## config.mk

```make
export PLATFORM = sky130hd
export DESIGN_NAME = yield_share_tracker
export DESIGN_NICKNAME = d
export VERILOG_FILES = /design/src/rtl/trinity_yield_pkg.sv /design/src/rtl/yield_evt_fifo.sv /design/src/rtl/yield_share_tracker.sv
export SDC_FILE = /design/constraint.sdc
export NUM_CORES = 1
export LEC_CHECK = 0
export ABC_CLOCK_PERIOD_IN_PS = 10600
export CAP_MARGIN = 20
export CORE_UTILIZATION = 35
export CTS_BUF_LIST = sky130_fd_sc_hd__clkbuf_16
export DETAILED_ROUTE_END_ITERATION = 8
export HOLD_SLACK_MARGIN = 0.08
export MAX_ROUTING_LAYER = met4
export SKIP_CTS_REPAIR_TIMING = 1
export SLEW_MARGIN = 20
export SYNTH_ARGS = -nofsm -noshare
export SYNTH_HDL_FRONTEND = slang
export SYNTH_SLANG_ARGS = --single-unit
```

## constraint.sdc

```tcl
create_clock -name clk -period 10.6 [get_ports clk]
set_input_delay 1.59 -clock clk [delete_from_list [all_inputs] [get_ports clk]]
set_output_delay 1.59 -clock clk [all_outputs]
set_load 0.05 [all_outputs]
```

## src/rtl/trinity_yield_pkg.sv

```systemverilog
// rtl/trinity_yield_pkg.sv - shared widths, event record and state encoding for the yield share tracker
package trinity_yield_pkg;

  localparam int YIELD_W_DEF = 32;
  localparam int TOTAL_W_DEF = 48;
  localparam logic [15:0] CNT16_MAX = 16'hFFFF;

  typedef enum logic {PRIME, RUN} trk_state_e;

  typedef struct packed {
    logic [YIELD_W_DEF-1:0] delta;
    logic [31:0]            stamp;
  } yield_evt_t;

endpackage

```

## src/rtl/yield_evt_fifo.sv

```systemverilog
// rtl/yield_evt_fifo.sv - synchronous event FIFO; a push into a full FIFO succeeds only alongside a pop
import trinity_yield_pkg::*;

module yield_evt_fifo #(
  parameter int DEPTH = 8,
  parameter int EW    = $bits(yield_evt_t),
  localparam int AW   = $clog2(DEPTH)
) (
  input  logic          clk,
  input  logic          rst,
  input  logic          push,
  input  logic          pop,
  input  logic [EW-1:0] din,
  output logic [EW-1:0] dout,
  output logic          full,
  output logic          empty,
  output logic [AW:0]   level
);

  logic [EW-1:0] mem_q [DEPTH];
  logic [AW-1:0] wr_q, rd_q;
  logic [AW:0]   cnt_q;
  logic          push_ok, pop_ok;

  assign full    = (cnt_q == (AW+1)'(DEPTH));
  assign empty   = (cnt_q == '0);
  assign level   = cnt_q;
  assign pop_ok  = pop & ~empty;
  assign push_ok = push & (~full | pop_ok);
  // Head reads as zero when empty so stale storage never leaks after a flush.
  assign dout    = empty ? '0 : mem_q[rd_q];

  always_ff @(posedge clk) begin
    if (push_ok) mem_q[wr_q] <= din;
  end

  always_ff @(posedge clk) begin
    if (rst) begin
      wr_q  <= '0;
      rd_q  <= '0;
      cnt_q <= '0;
    end else begin
      if (push_ok) wr_q <= wr_q + AW'(1);
      if (pop_ok)  rd_q <= rd_q + AW'(1);
      cnt_q <= cnt_q + (AW+1)'(push_ok) - (AW+1)'(pop_ok);
    end
  end

endmodule

```

## src/rtl/yield_share_tracker.sv

```systemverilog
// rtl/yield_share_tracker.sv - turns cumulative mining yield into share events, total and window rate
// Optional regression detection is enabled by defining YIELD_MONOTONIC_CHECK_EN.
import trinity_yield_pkg::*;

module yield_share_tracker #(
  parameter int YIELD_W       = YIELD_W_DEF,
  parameter int TOTAL_W       = TOTAL_W_DEF,
  parameter int WINDOW_CYCLES = 1024,
  parameter int FIFO_DEPTH    = 8,
  localparam int LW           = $clog2(FIFO_DEPTH) + 1,
  localparam int WW           = $clog2(WINDOW_CYCLES)
) (
  input  logic               clk,
  input  logic               rst,
  input  logic [YIELD_W-1:0] mining_yield,
  input  logic               sample_en,
  output logic               evt_valid,
  input  logic               evt_ready,
  output logic [YIELD_W-1:0] evt_delta,
  output logic [31:0]        evt_stamp,
  output logic [TOTAL_W-1:0] total_yield,
  output logic [YIELD_W-1:0] window_rate,
  output logic [15:0]        overflow_cnt,
  output logic [LW-1:0]      fifo_level,
  output logic               regress_flag
);

  trk_state_e         state_q;
  logic [31:0]        cyc_q, stamp_q;
  logic [WW-1:0]      win_q;
  logic [YIELD_W-1:0] last_q, cur_q, acc_q, rate_q;
  logic [TOTAL_W-1:0] total_q;
  logic [15:0]        ovf_q;
  logic               pend_q, regress_q;

  logic [YIELD_W-1:0] delta, acc_d;
  logic [YIELD_W:0]   acc_sum;
  logic               regress, accept, pop, full, empty, drop, win_wrap;
  yield_evt_t         evt_in, evt_out;

  assign delta = cur_q - last_q;
`ifdef YIELD_MONOTONIC_CHECK_EN
  assign regress = pend_q & delta[YIELD_W-1];
`else
  assign regress = 1'b0;
`endif
  assign accept   = pend_q & (delta != '0) & ~regress;
  assign pop      = evt_valid & evt_ready;
  assign drop     = accept & full & ~pop;
  assign win_wrap = (win_q == WW'(WINDOW_CYCLES - 1));

  // Saturating window sum, including any delta landing on the wrap edge itself.
  assign acc_sum = {1'b0, acc_q} + {1'b0, (accept ? delta : '0)};
  assign acc_d   = acc_sum[YIELD_W] ? '1 : acc_sum[YIELD_W-1:0];

  assign evt_in.delta = delta;
  assign evt_in.stamp = stamp_q;

  yield_evt_fifo #(.DEPTH(FIFO_DEPTH)) u_fifo (
    .clk   (clk),
    .rst   (rst),
    .push  (accept),
    .pop   (pop),
    .din   (evt_in),
    .dout  (evt_out),
    .full  (full),
    .empty (empty),
    .level (fifo_level)
  );

  always_ff @(posedge clk) begin
    if (rst) begin
      state_q   <= PRIME;
      cyc_q     <= '0;
      win_q     <= '0;
      last_q    <= '0;
      cur_q     <= '0;
      stamp_q   <= '0;
      pend_q    <= 1'b0;
      total_q   <= '0;
      acc_q     <= '0;
      rate_q    <= '0;
      ovf_q     <= '0;
      regress_q <= 1'b0;
    end else begin
      cyc_q  <= cyc_q + 32'd1;
      win_q  <= win_wrap ? '0 : win_q + WW'(1);
      pend_q <= 1'b0;
      case (state_q)
        PRIME: if (sample_en) begin
          last_q  <= mining_yield;
          state_q <= RUN;
        end
        RUN: begin
          if (pend_q) last_q <= cur_q;
          if (sample_en) begin
            cur_q   <= mining_yield;
            stamp_q <= cyc_q;
            pend_q  <= 1'b1;
          end
        end
        default: state_q <= PRIME;
      endcase
      if (accept) total_q <= total_q + TOTAL_W'(delta);
      if (win_wrap) begin
        rate_q <= acc_d;
        acc_q  <= '0;
      end else begin
        acc_q  <= acc_d;
      end
      if (drop && ovf_q != CNT16_MAX) ovf_q <= ovf_q + 16'd1;
      if (regress) regress_q <= 1'b1;
    end
  end

  assign evt_valid    = ~empty;
  assign evt_delta    = evt_out.delta;
  assign evt_stamp    = evt_out.stamp;
  assign total_yield  = total_q;
  assign window_rate  = rate_q;
  assign overflow_cnt = ovf_q;
  assign regress_flag = regress_q;

endmodule

```

==> out/qor.yml, run 1 <==
status:
  outcome: "finished, final reports clean"
global_route:
  gr-total-overflow: 0
  antenna_found_initial: 5
  first_global_vias: 22300
  grt_pass1_wl_mm: 135
  track_usage: 0.177
  grt_max_degree: 97
yosys:
  synth-seq-cells: 793
  async_flop_share: 0
  synth_cell_types: 81
  syn_nets: 2967
  yosys_warnings: 0
  avgSynthCellArea_um2: 12.5
  synth_edf_count: 512
  syn_inst: 2820
  syn_area_um2: 35400
  synthFlopType: "edfxtp_1"
  yosysSeqAreaShare: 0.594
sta:
  drv_slew: 0
  finalCritPeriodShare: 0.729
  setup_tns_ns: 0
  clock.fmax_ghz: 0.129
  grt_setup_unrepaired: "false"
  fin_skew_ns: 0.0403
  hold_viol_final: 0
  tightest_slew_ns: 1.13
  period_needed_ns: 7.73
  finalSetupViolCount: 0
  relSlewSlack: 0.247
floorplan:
  die_w_um: 320
  die_h_um: 320
  die-area_um2: 102000
  io_pins: 202
  core_area_um2: 100000
  initial_core_util: 0.353
  rows: 116
power_and_ir_drop:
  power_frac_seq: 0.386
  clkPwrFrac: 0.321
  irDropWorstVdd_mv: 0.169
  power_switching_w: 0.00303
  swShare: 0.331
  power_leakage_nw: 14.7
  p_comb_frac: 0.293
  internal_power_w: 0.00611
  powerDensity_nw_per_um2: 219
cells_and_area:
  drive_above_1_share: 0.119
  layout.nets: 3150
  finalInstanceArea_um2: 41700
  mostFrequentLayoutCell: "edfxtp_1"
  area.growth.synth_to_final_pct: 17.7
  fillers: 9306
  final_cell_mix: "edfxtp_1, nor2_1, dfxtp_1, nand2_1, a21oi_1"
route:
  num_vias: 22400
  detail-route-antenna-nets: 0
  routed_wl_mm: 88.9
  drc: 0
  dr.pass1.iters: 5
  via_per_inst: 5.13
  routedWlPerCell_um: 20.3
  drt-initial-drc-count: 1396
place:
  place_congestion: 0.845
  io_buffers: 200
  placed_area_um2: 38800
  post-dp-hpwl_mm: 57.1
worst_setup_path:
  crit_arrival_ns: 8.21
  required_ns: 11.09
  worstPathMaxFanout: 23
  critPathKind: "flip-flop to flip-flop"
  max_stage_delay_ns: 0.72
  endpoint_kind: "flip-flop"
  start_kind: "flip-flop"
  regToRegSetupSlack_ns: 2.87
  slowest_stage: "o41ai_1"
  cpMostUsedCell: "a21oi_1"
clocking:
  cts.sinks: 793
  clk_pin_slew_worst_paths_ns: 0.06
  insertion_delay_ns: 0.65
  htreeDepth: 3
  cts_root_buffer: "clkbuf_16"
  cts_tree: "yes"
  cts_buffers: 83
  clk_path_buf_depth: 3
hold_path:
  hp-class: "flip-flop to flip-flop"
flow_run:
  cap_violations: 0
==> power groups by stage <==
stage          combinational [W]  sequential [W]  clock [W]
4_1_cts                  0.00272         0.00353    0.00301
2_1_floorplan            0.00187         0.00357          0
3_3_place_gp             0.00270         0.00359          0
3_5_place_dp             0.00272         0.00360          0
6_report                 0.00268         0.00353    0.00294
5_1_grt                  0.00288         0.00354    0.00313
==> cells in the mapped netlist (all sizes together) (13+ instances only) <==
| cell | count | share of area |
|---|---|---|
| clkbuf | 92 | 0.0098 |
| ha | 107 | 0.038 |
| and2 | 26 | 0.0046 |
| o31ai | 14 | 0.0035 |
| nor2b | 32 | 0.0057 |
| buf | 54 | 0.0075 |
| xnor2 | 61 | 0.015 |
| nor4 | 16 | 0.0028 |
| o21ai | 108 | 0.016 |
| xor2 | 55 | 0.014 |
| a21o | 36 | 0.0076 |
| nand4 | 23 | 0.0041 |
| mux4 | 128 | 0.081 |
| edfxtp | 512 | 0.43 |
| nor2 | 314 | 0.033 |
| nand2b | 13 | 0.0023 |
| and3 | 23 | 0.0041 |
| mux2 | 14 | 0.0046 |
| dfxtp | 281 | 0.16 |
| a21oi | 215 | 0.031 |
| a211oi | 40 | 0.0085 |
| inv | 78 | 0.0083 |
| mux2i | 131 | 0.037 |
| or3 | 20 | 0.0035 |
| nor3 | 22 | 0.0031 |
| nand3 | 42 | 0.0059 |
| nand2 | 238 | 0.025 |
==> registers in the layout (all words and copies together), names as in the netlist, 10 cells and up, named ones only <==
signal        cells
acc_q            32
u_fifo.mem_q    512
win_q            10
cur_q            32
total_yield      48
stamp_q          32
last_q           32
window_rate      32
overflow_cnt     16
cyc_q            32
==> per-layer routing <==
metal	track usage	part of all wire	vias to the layer above
li1	-	-	10800
met1	0.227	0.44	11100
met2	0.287	0.48	470
met3	0.0355	0.061	110
met4	0.0416	0.019	0
met5	-	0	-
==> stage by stage <==
stage	setup slack (ns)	utilization	instances	hold WS, ns	total power (W)
after floorplan	0.301	-	2820	0.430	0.00544
after global placement	2.97	0.388	4216	0.447	0.00629
after detailed placement	2.87	0.388	4216	0.454	0.00631
after CTS	2.84	0.416	4370	0.468	0.00926
after global routing	2.29	0.416	4372	0.485	0.00954
final	2.87	0.416	4374	0.463	0.00914
==> final cells by class <==
type / count / area [um^2] / area share
Sequential cell: 793 / 21000 / 0.504
Multi-Input combinational cell: 1803 / 13600 / 0.325
Timing Repair Buffer: 244 / 2350 / 0.0563
Clock buffer: 85 / 2130 / 0.0511
Tap cell: 1298 / 1620 / 0.0390
Clock inverter: 69 / 682 / 0.0164
Inverter: 78 / 293 / 0.00703
Antenna cell: 4 / 10.0 / 0.000240
==> final timing paths <==
path,from,end,cells past startpoint
setup / recovery,cur_q[0]$_SDFFE_PP0P_,window_rate[30]$_SDFFE_PP0P_,28
hold / removal,win_q[0]$_SDFF_PP0_,win_q[0]$_SDFF_PP0_,1
setup reg to reg,cur_q[0]$_SDFFE_PP0P_,window_rate[30]$_SDFFE_PP0P_,28
hold reg to reg,win_q[0]$_SDFF_PP0_,win_q[0]$_SDFF_PP0_,1
==> kinds of logic after synthesis <==
logic type | Yosys count | share of synthesized area
flops | 793 | 0.594
simple gates | 802 | 0.102
other cells | 1 | 0.000106
fa+ha+maj | 111 | 0.0401
buf+inv | 224 | 0.0255
mux | 273 | 0.123
xor+xnor | 116 | 0.0287
compound gates | 500 | 0.0866
==> worst max-delay path: cells and delay by family (launching register included) <==
family	cells	cell delay (ns)
AND/OR/NAND/NOR	8	1.97
adder cells (fa/ha/maj)	3	0.87
flip-flops	1	0.32
AO/OA/AOI/OAI	12	3.39
buffers and inverters	4	0.67
XOR/XNOR	1	0.33
(Power assumes the default switching activity.)
==> inputs of run 2 (changes only) <==
--- a/config.mk
+++ b/config.mk
@@ -5,7 +5,7 @@
 export SDC_FILE = /design/constraint.sdc
 export NUM_CORES = 1
 export LEC_CHECK = 0
-export ABC_CLOCK_PERIOD_IN_PS = 10600
+export ABC_CLOCK_PERIOD_IN_PS = 7250
 export CAP_MARGIN = 20
 export CORE_UTILIZATION = 35
 export CTS_BUF_LIST = sky130_fd_sc_hd__clkbuf_16
==> constraint.sdc (replaced) <==
create_clock -name clk -period 7.25 [get_ports clk]
set_input_delay 1.0875 -clock clk [delete_from_list [all_inputs] [get_ports clk]]
set_output_delay 1.0875 -clock clk [all_outputs]
set_load 0.05 [all_outputs]
==> run 2 against run 1 <==
First-iteration DRC count fell by 7.9%. Critical path depth up 1. Clock skew shrank 0.014 ns. Global-route usage about the same. Register-to-register slack worse by 2.2 ns. Setup slack worse by 2.2 ns. Sequential cell count is the same. Hold slack got worse by 0.0041 ns. Non-clock buffer count increased by 11. Routed wire length rose by 0.39%. Sequential power grew 46%. Sequential share of layout area fell by 0.28 points.
==> out/qor.yml, run 2 (synthesized netlist as in run 1, its figures left out) <==
cells_and_area:
  fillers: 9340  # +0.37%
  seqCellArea_um2: 21000  # unchanged
  regMostFlops: "u_fifo.mem_q"
  final_cell_mix: "edfxtp_1, nor2_1, dfxtp_1, nand2_1, a21oi_1"
  largest_reg_flops: 512  # unchanged
  drive_above_1_share: 0.120  # +0.00100
  layout.nets: 3163  # +0.41%
  mostFrequentLayoutCell: "edfxtp_1"
  finalInstanceArea_um2: 41900  # +0.55%
  area.growth.synth_to_final_pct: 18.4
  multi_input_area_um2: 13600  # +0.11%
route:
  dr.pass1.iters: 5  # unchanged
  via_per_inst: 5.16  # +0.51%
  routed_wl_mm: 89.3  # +0.39%
  routedWlPerCell_um: 20.3  # about the same
  drt-initial-drc-count: 1286  # -7.9%
  detail-route-antenna-nets: 0  # unchanged
  num_vias: 22600  # +0.86%
  drc: 0  # unchanged
global_route:
  met3_usage: 0.0361  # +0.000570
  gr-total-overflow: 0  # unchanged
  gr-usage-met2: 0.286  # -0.000773
  first_global_vias: 22300  # +0.23%
  gr-usage-met1: 0.223  # -0.00445
  grt_pass1_wl_mm: 135  # about the same
  busiest_layer: "met2"
  grt_max_degree: 123  # +27%
  antenna_found_initial: 6  # +1
  track_usage: 0.177  # +0.000263
status:
  outcome: "finished, final reports clean"
sta:
  hold_viol_final: 0  # unchanged
  grt_setup_unrepaired: "false"
  period_needed_ns: 6.62  # -1.11 ns
  clock.fmax_ghz: 0.151  # +17%
  relSlewSlack: 0.352  # +0.105
  tightest_slew_ns: 0.973  # -0.153 ns
  drv_slew: 0  # unchanged
  fin_skew_ns: 0.0266  # -0.0137 ns
  finalSetupViolCount: 0  # unchanged
  finalCritPeriodShare: 0.913  # +0.184
flow_run:
  cap_violations: 0  # unchanged
clocking:
  insertion_delay_ns: 0.65  # about the same
  htreeDepth: 3  # unchanged
  cts_root_buffer: "clkbuf_16"
  cts_tree: "yes"
  cts.sinks: 793  # unchanged
  clk_pin_slew_worst_paths_ns: 0.06  # about the same
  clk_path_buf_depth: 3  # unchanged
  cts_buffers: 85  # +2.4%
worst_setup_path:
  crit_end: "window_rate[30]$_SDFFE_PP0P_"
  start_kind: "flip-flop"
  max_stage_delay_ns: 0.42  # -0.30 ns
  regToRegSetupSlack_ns: 0.63  # -2.24 ns
  crit_arrival_ns: 7.13  # -1.08 ns
  r2r_start: "cur_q[0]$_SDFFE_PP0P_"
  slowest_stage: "fa_1"
  required_ns: 7.76  # -3.33 ns
  cp.depth: 29  # +3.6%
  timing.rr.end: "window_rate[30]$_SDFFE_PP0P_"
  cpMostUsedCell: "a21oi_1"
  worstPathMaxFanout: 9  # -61%
  crit_family: "compound AO/OA/AOI/OAI gates"
  startpoint: "cur_q[0]$_SDFFE_PP0P_"
  endpoint_kind: "flip-flop"
  critPathKind: "flip-flop to flip-flop"
  path_buf_inv: 5  # +1
  ff2ff_path_depth: 29  # +3.6%
power_and_ir_drop:
  power_leakage_nw: 14.8  # +0.89%
  irDropWorstVdd_mv: 0.224  # +32%
  powerDensity_nw_per_um2: 323  # +47%
  finalPower_w: 0.0135  # +48%
hold_path:
  hp-class: "flip-flop to flip-flop"
floorplan:
  die-area_um2: 102000  # unchanged
  die_w_um: 320  # unchanged
  core_area_um2: 100000  # unchanged
  initial_core_util: 0.353  # unchanged
  die_h_um: 320  # unchanged
  rows: 116  # unchanged
  io_pins: 202  # unchanged
place:
  post-dp-hpwl_mm: 57.0  # about the same
  io_buffers: 200  # unchanged
  place_congestion: 0.852  # +0.81%
  placed_area_um2: 38900  # +0.33%
[run 2: changes by cell type in the layout (fill, tap and decap cells not counted), moves of 4 or more]
cell and delta:
buf_4 +8, inv_1 +6, clkinv_1 +5, clkinvlp_4 -4
[run 2: how the worst min path moves through the flow]
stage	start	slack [ns]	to	cells past startpoint
finish	win_q[0]$_SDFF_PP0_	0.46	win_q[0]$_SDFF_PP0_	1
global route	win_q[0]$_SDFF_PP0_	0.49	win_q[0]$_SDFF_PP0_	1
CTS	win_q[0]$_SDFF_PP0_	0.47	win_q[0]$_SDFF_PP0_	1
detailed placement	win_q[0]$_SDFF_PP0_	0.45	win_q[0]$_SDFF_PP0_	1
global placement	win_q[0]$_SDFF_PP0_	0.45	win_q[0]$_SDFF_PP0_	1
floorplan	win_q[0]$_SDFF_PP0_	0.43	win_q[0]$_SDFF_PP0_	1
[run 2: per-layer routing]
metal / part of all wire / routed length [um]
met5: 0 / 0
met4: 0.027 / 2430
met3: 0.060 / 5310
met2: 0.48 / 42700
met1: 0.44 / 38900
[run 2: report_power, final]
group | internal [W] | switching, W
Clock | 0.00260 | 0.00184
Sequential | 0.00501 | 0.000134
Combinational | 0.00149 | 0.00246
Total | 0.00911 | 0.00444
[run 2: worst register-to-register path: cells and delay by family, from the launching register on]
family,cells,cell delay [ns]
AO/OA/AOI/OAI,14,3.21
XOR/XNOR,1,0.20
adder cells (fa/ha/maj),3,0.97
buffers and inverters,5,0.60
flip-flops,1,0.32
AND/OR/NAND/NOR,6,1.21
[run 2: cell type report]
class / count / area share
clock buffers: 87 / 0.0520
repair buffers: 255 / 0.0589
multi-input cells: 1803 / 0.324
clock inverters: 72 / 0.0174
inverters: 78 / 0.00699
diodes: 3 / 0.000179
well taps: 1298 / 0.0388
flip-flops and latches: 793 / 0.502
[run 2: metrics by stage]
stage / hold slack (ns) / instances / utilization / worst slack (ns) / setup TNS (ns)
after floorplan: 0.430 / 2820 / - / -3.01 / -791.42
after global placement: 0.448 / 4227 / 0.389 / 0.522 / 0
after detailed placement: 0.451 / 4227 / 0.389 / 0.471 / 0
after CTS: 0.466 / 4386 / 0.418 / 0.407 / 0
after global routing: 0.485 / 4389 / 0.418 / 0.111 / 0
final: 0.459 / 4389 / 0.418 / 0.630 / 0
==> inputs of run 3 (changes only) <==
--- a/config.mk
+++ b/config.mk
@@ -7,6 +7,7 @@
 export LEC_CHECK = 0
 export ABC_CLOCK_PERIOD_IN_PS = 7250
 export CAP_MARGIN = 20
+export CORE_MARGIN = 4
 export CORE_UTILIZATION = 35
 export CTS_BUF_LIST = sky130_fd_sc_hd__clkbuf_16
 export DETAILED_ROUTE_END_ITERATION = 8
==> run 3 against run 2 <==
Final cell count rose by 0.11%. Sequential power barely moved. Highest routed layer unchanged. Cell area hardly changed.
==> out/qor.yml, run 3 (synthesized netlist as in run 1, its figures left out) <==
clocking:
  cts.sinks: 793  # unchanged
  clk_path_buf_depth: 3  # unchanged
  cts_buffers: 83  # -2.4%
  clk_pin_slew_worst_paths_ns: 0.06  # about the same
  cts_tree: "yes"
  insertion_delay_ns: 0.66  # about the same
  htreeDepth: 3  # unchanged
  cts_root_buffer: "clkbuf_16"
global_route:
  antenna_found_initial: 13  # +7
  grt_pass1_wl_mm: 137  # +2.0%
  track_usage: 0.172  # -0.00513
  first_global_vias: 22600  # +1.4%
  grt_max_degree: 151  # +23%
  gr-total-overflow: 0  # unchanged
route:
  routedWlPerCell_um: 20.5  # +0.86%
  detail-route-antenna-nets: 0  # unchanged
  routed_wl_mm: 90.1  # +0.97%
  via_per_inst: 5.15  # about the same
  num_vias: 22600  # +0.035%
  dr.pass1.iters: 5  # unchanged
  drc: 0  # unchanged
  drt-initial-drc-count: 1230  # -4.4%
worst_setup_path:
  required_ns: 7.73  # -0.03 ns
  endpoint_kind: "flip-flop"
  start_kind: "flip-flop"
  crit_arrival_ns: 7.18  # +0.05 ns
  slowest_stage: "or4_1"
  path_buf_inv: 4  # -1
  crit_family: "compound AO/OA/AOI/OAI gates"
  worstPathMaxFanout: 12  # +3
  cpMostUsedCell: "a21oi_1"
  critPathKind: "flip-flop to flip-flop"
  max_stage_delay_ns: 0.53  # +0.11 ns
floorplan:
  die_h_um: 326  # +1.9%
  initial_core_util: 0.353  # unchanged
  io_pins: 202  # unchanged
  rows: 116  # unchanged
  core_area_um2: 100000  # unchanged
  die_w_um: 326  # +1.9%
  die-area_um2: 106000  # +3.8%
place:
  place_congestion: 0.870  # +2.2%
  io_buffers: 200  # unchanged
  dp.cells: 4228  # +0.024%
  post-dp-hpwl_mm: 58.1  # +1.8%
  dp_slack_ns: 0.446  # -0.0255 ns
power_and_ir_drop:
  powerDensity_nw_per_um2: 323  # -0.13%
  power_leakage_nw: 14.8  # -0.13%
  finalPower_w: 0.0135  # about the same
  irDropWorstVdd_mv: 0.248  # +11%
cells_and_area:
  mostFrequentLayoutCell: "edfxtp_1"
  regMostFlops: "u_fifo.mem_q"
  area.growth.synth_to_final_pct: 18.5  # about the same
  drive_above_1_share: 0.121  # +0.00109
  final_cell_mix: "edfxtp_1, nor2_1, dfxtp_1, nand2_1, a21oi_1"
  finalNonFillerCells: 4394  # +0.11%
  largest_reg_flops: 512  # unchanged
  utilization: 0.419  # about the same
  layout.nets: 3162  # -0.032%
sta:
  grt_setup_unrepaired: "false"
  tightest_slew_ns: 1.17  # +0.199 ns
  finalSetupViolCount: 0  # unchanged
  period_needed_ns: 6.70  # +0.0823 ns
  drv_slew: 0  # unchanged
  relSlewSlack: 0.217  # -0.135
  finalWorstSetupSlack_ns: 0.548  # -0.0823 ns
  finalCritPeriodShare: 0.924  # +0.0113
  hold_viol_final: 0  # unchanged
  clock.fmax_ghz: 0.149  # -1.2%
  fin_skew_ns: 0.0257  # -0.000951 ns
hold_path:
  hp-class: "flip-flop to flip-flop"
flow_run:
  cap_violations: 0  # unchanged
status:
  outcome: "finished, final reports clean"
[run 3: final cells by class]
cell class / instances / area [um^2]
multi-input combinational: 1803 / 13600
sequential: 793 / 21000
fill: 9297 / 58200
tap: 1298 / 1620
clock inverter: 71 / 802
clock buffer: 84 / 2100
timing repair buffer: 256 / 2470
antenna: 11 / 27.5
inverter: 78 / 293
[run 3: layer usage]
| layer | share of wire | up-vias | track usage |
|---|---|---|---|
| li1 | - | 10900 | - |
| met2 | 0.47 | 497 | 0.276 |
| met5 | 0 | - | - |
| met3 | 0.060 | 116 | 0.0402 |
| met1 | 0.44 | 11200 | 0.219 |
| met4 | 0.025 | 0 | 0.0471 |
[run 3: worst paths after layout]
check                        start                            to  slack (ns)  cells past startpoint
max          cur_q[0]$_SDFFE_PP0P_  window_rate[30]$_SDFFE_PP0P_        0.55                     29
min            win_q[0]$_SDFF_PP0_           win_q[0]$_SDFF_PP0_        0.47                      1
max reg2reg  cur_q[0]$_SDFFE_PP0P_  window_rate[30]$_SDFFE_PP0P_        0.55                     29
min reg2reg    win_q[0]$_SDFF_PP0_           win_q[0]$_SDFF_PP0_        0.47                      1
[run 3: per-stage QoR]
step                      TNS (ns)  hold WS, ns  area (um^2)
after CTS                        0        0.464        41900
after global routing             0        0.499        41900
final                            0        0.467        41900
after detailed placement         0        0.457        39000
after floorplan            -791.42        0.430        35400
after global placement           0        0.447        38900
[run 3: worst register-to-register path: cells and delay by family, from the launching register on]
kind                     cells  cell delay (ns)
flip-flops                   1             0.32
AO/OA/AOI/OAI               12             2.63
buffers and inverters        4             0.54
AND/OR/NAND/NOR              8             1.68
XOR/XNOR                     1             0.18
adder cells (fa/ha/maj)      4             1.18
[run 3: power breakdown]
group	total (W)	internal (W)	switching [W]
sequential	0.00516	0.00501	0.000153
combinational	0.00393	0.00149	0.00244
clock	0.00444	0.00261	0.00184
total	0.0135	0.00910	0.00443
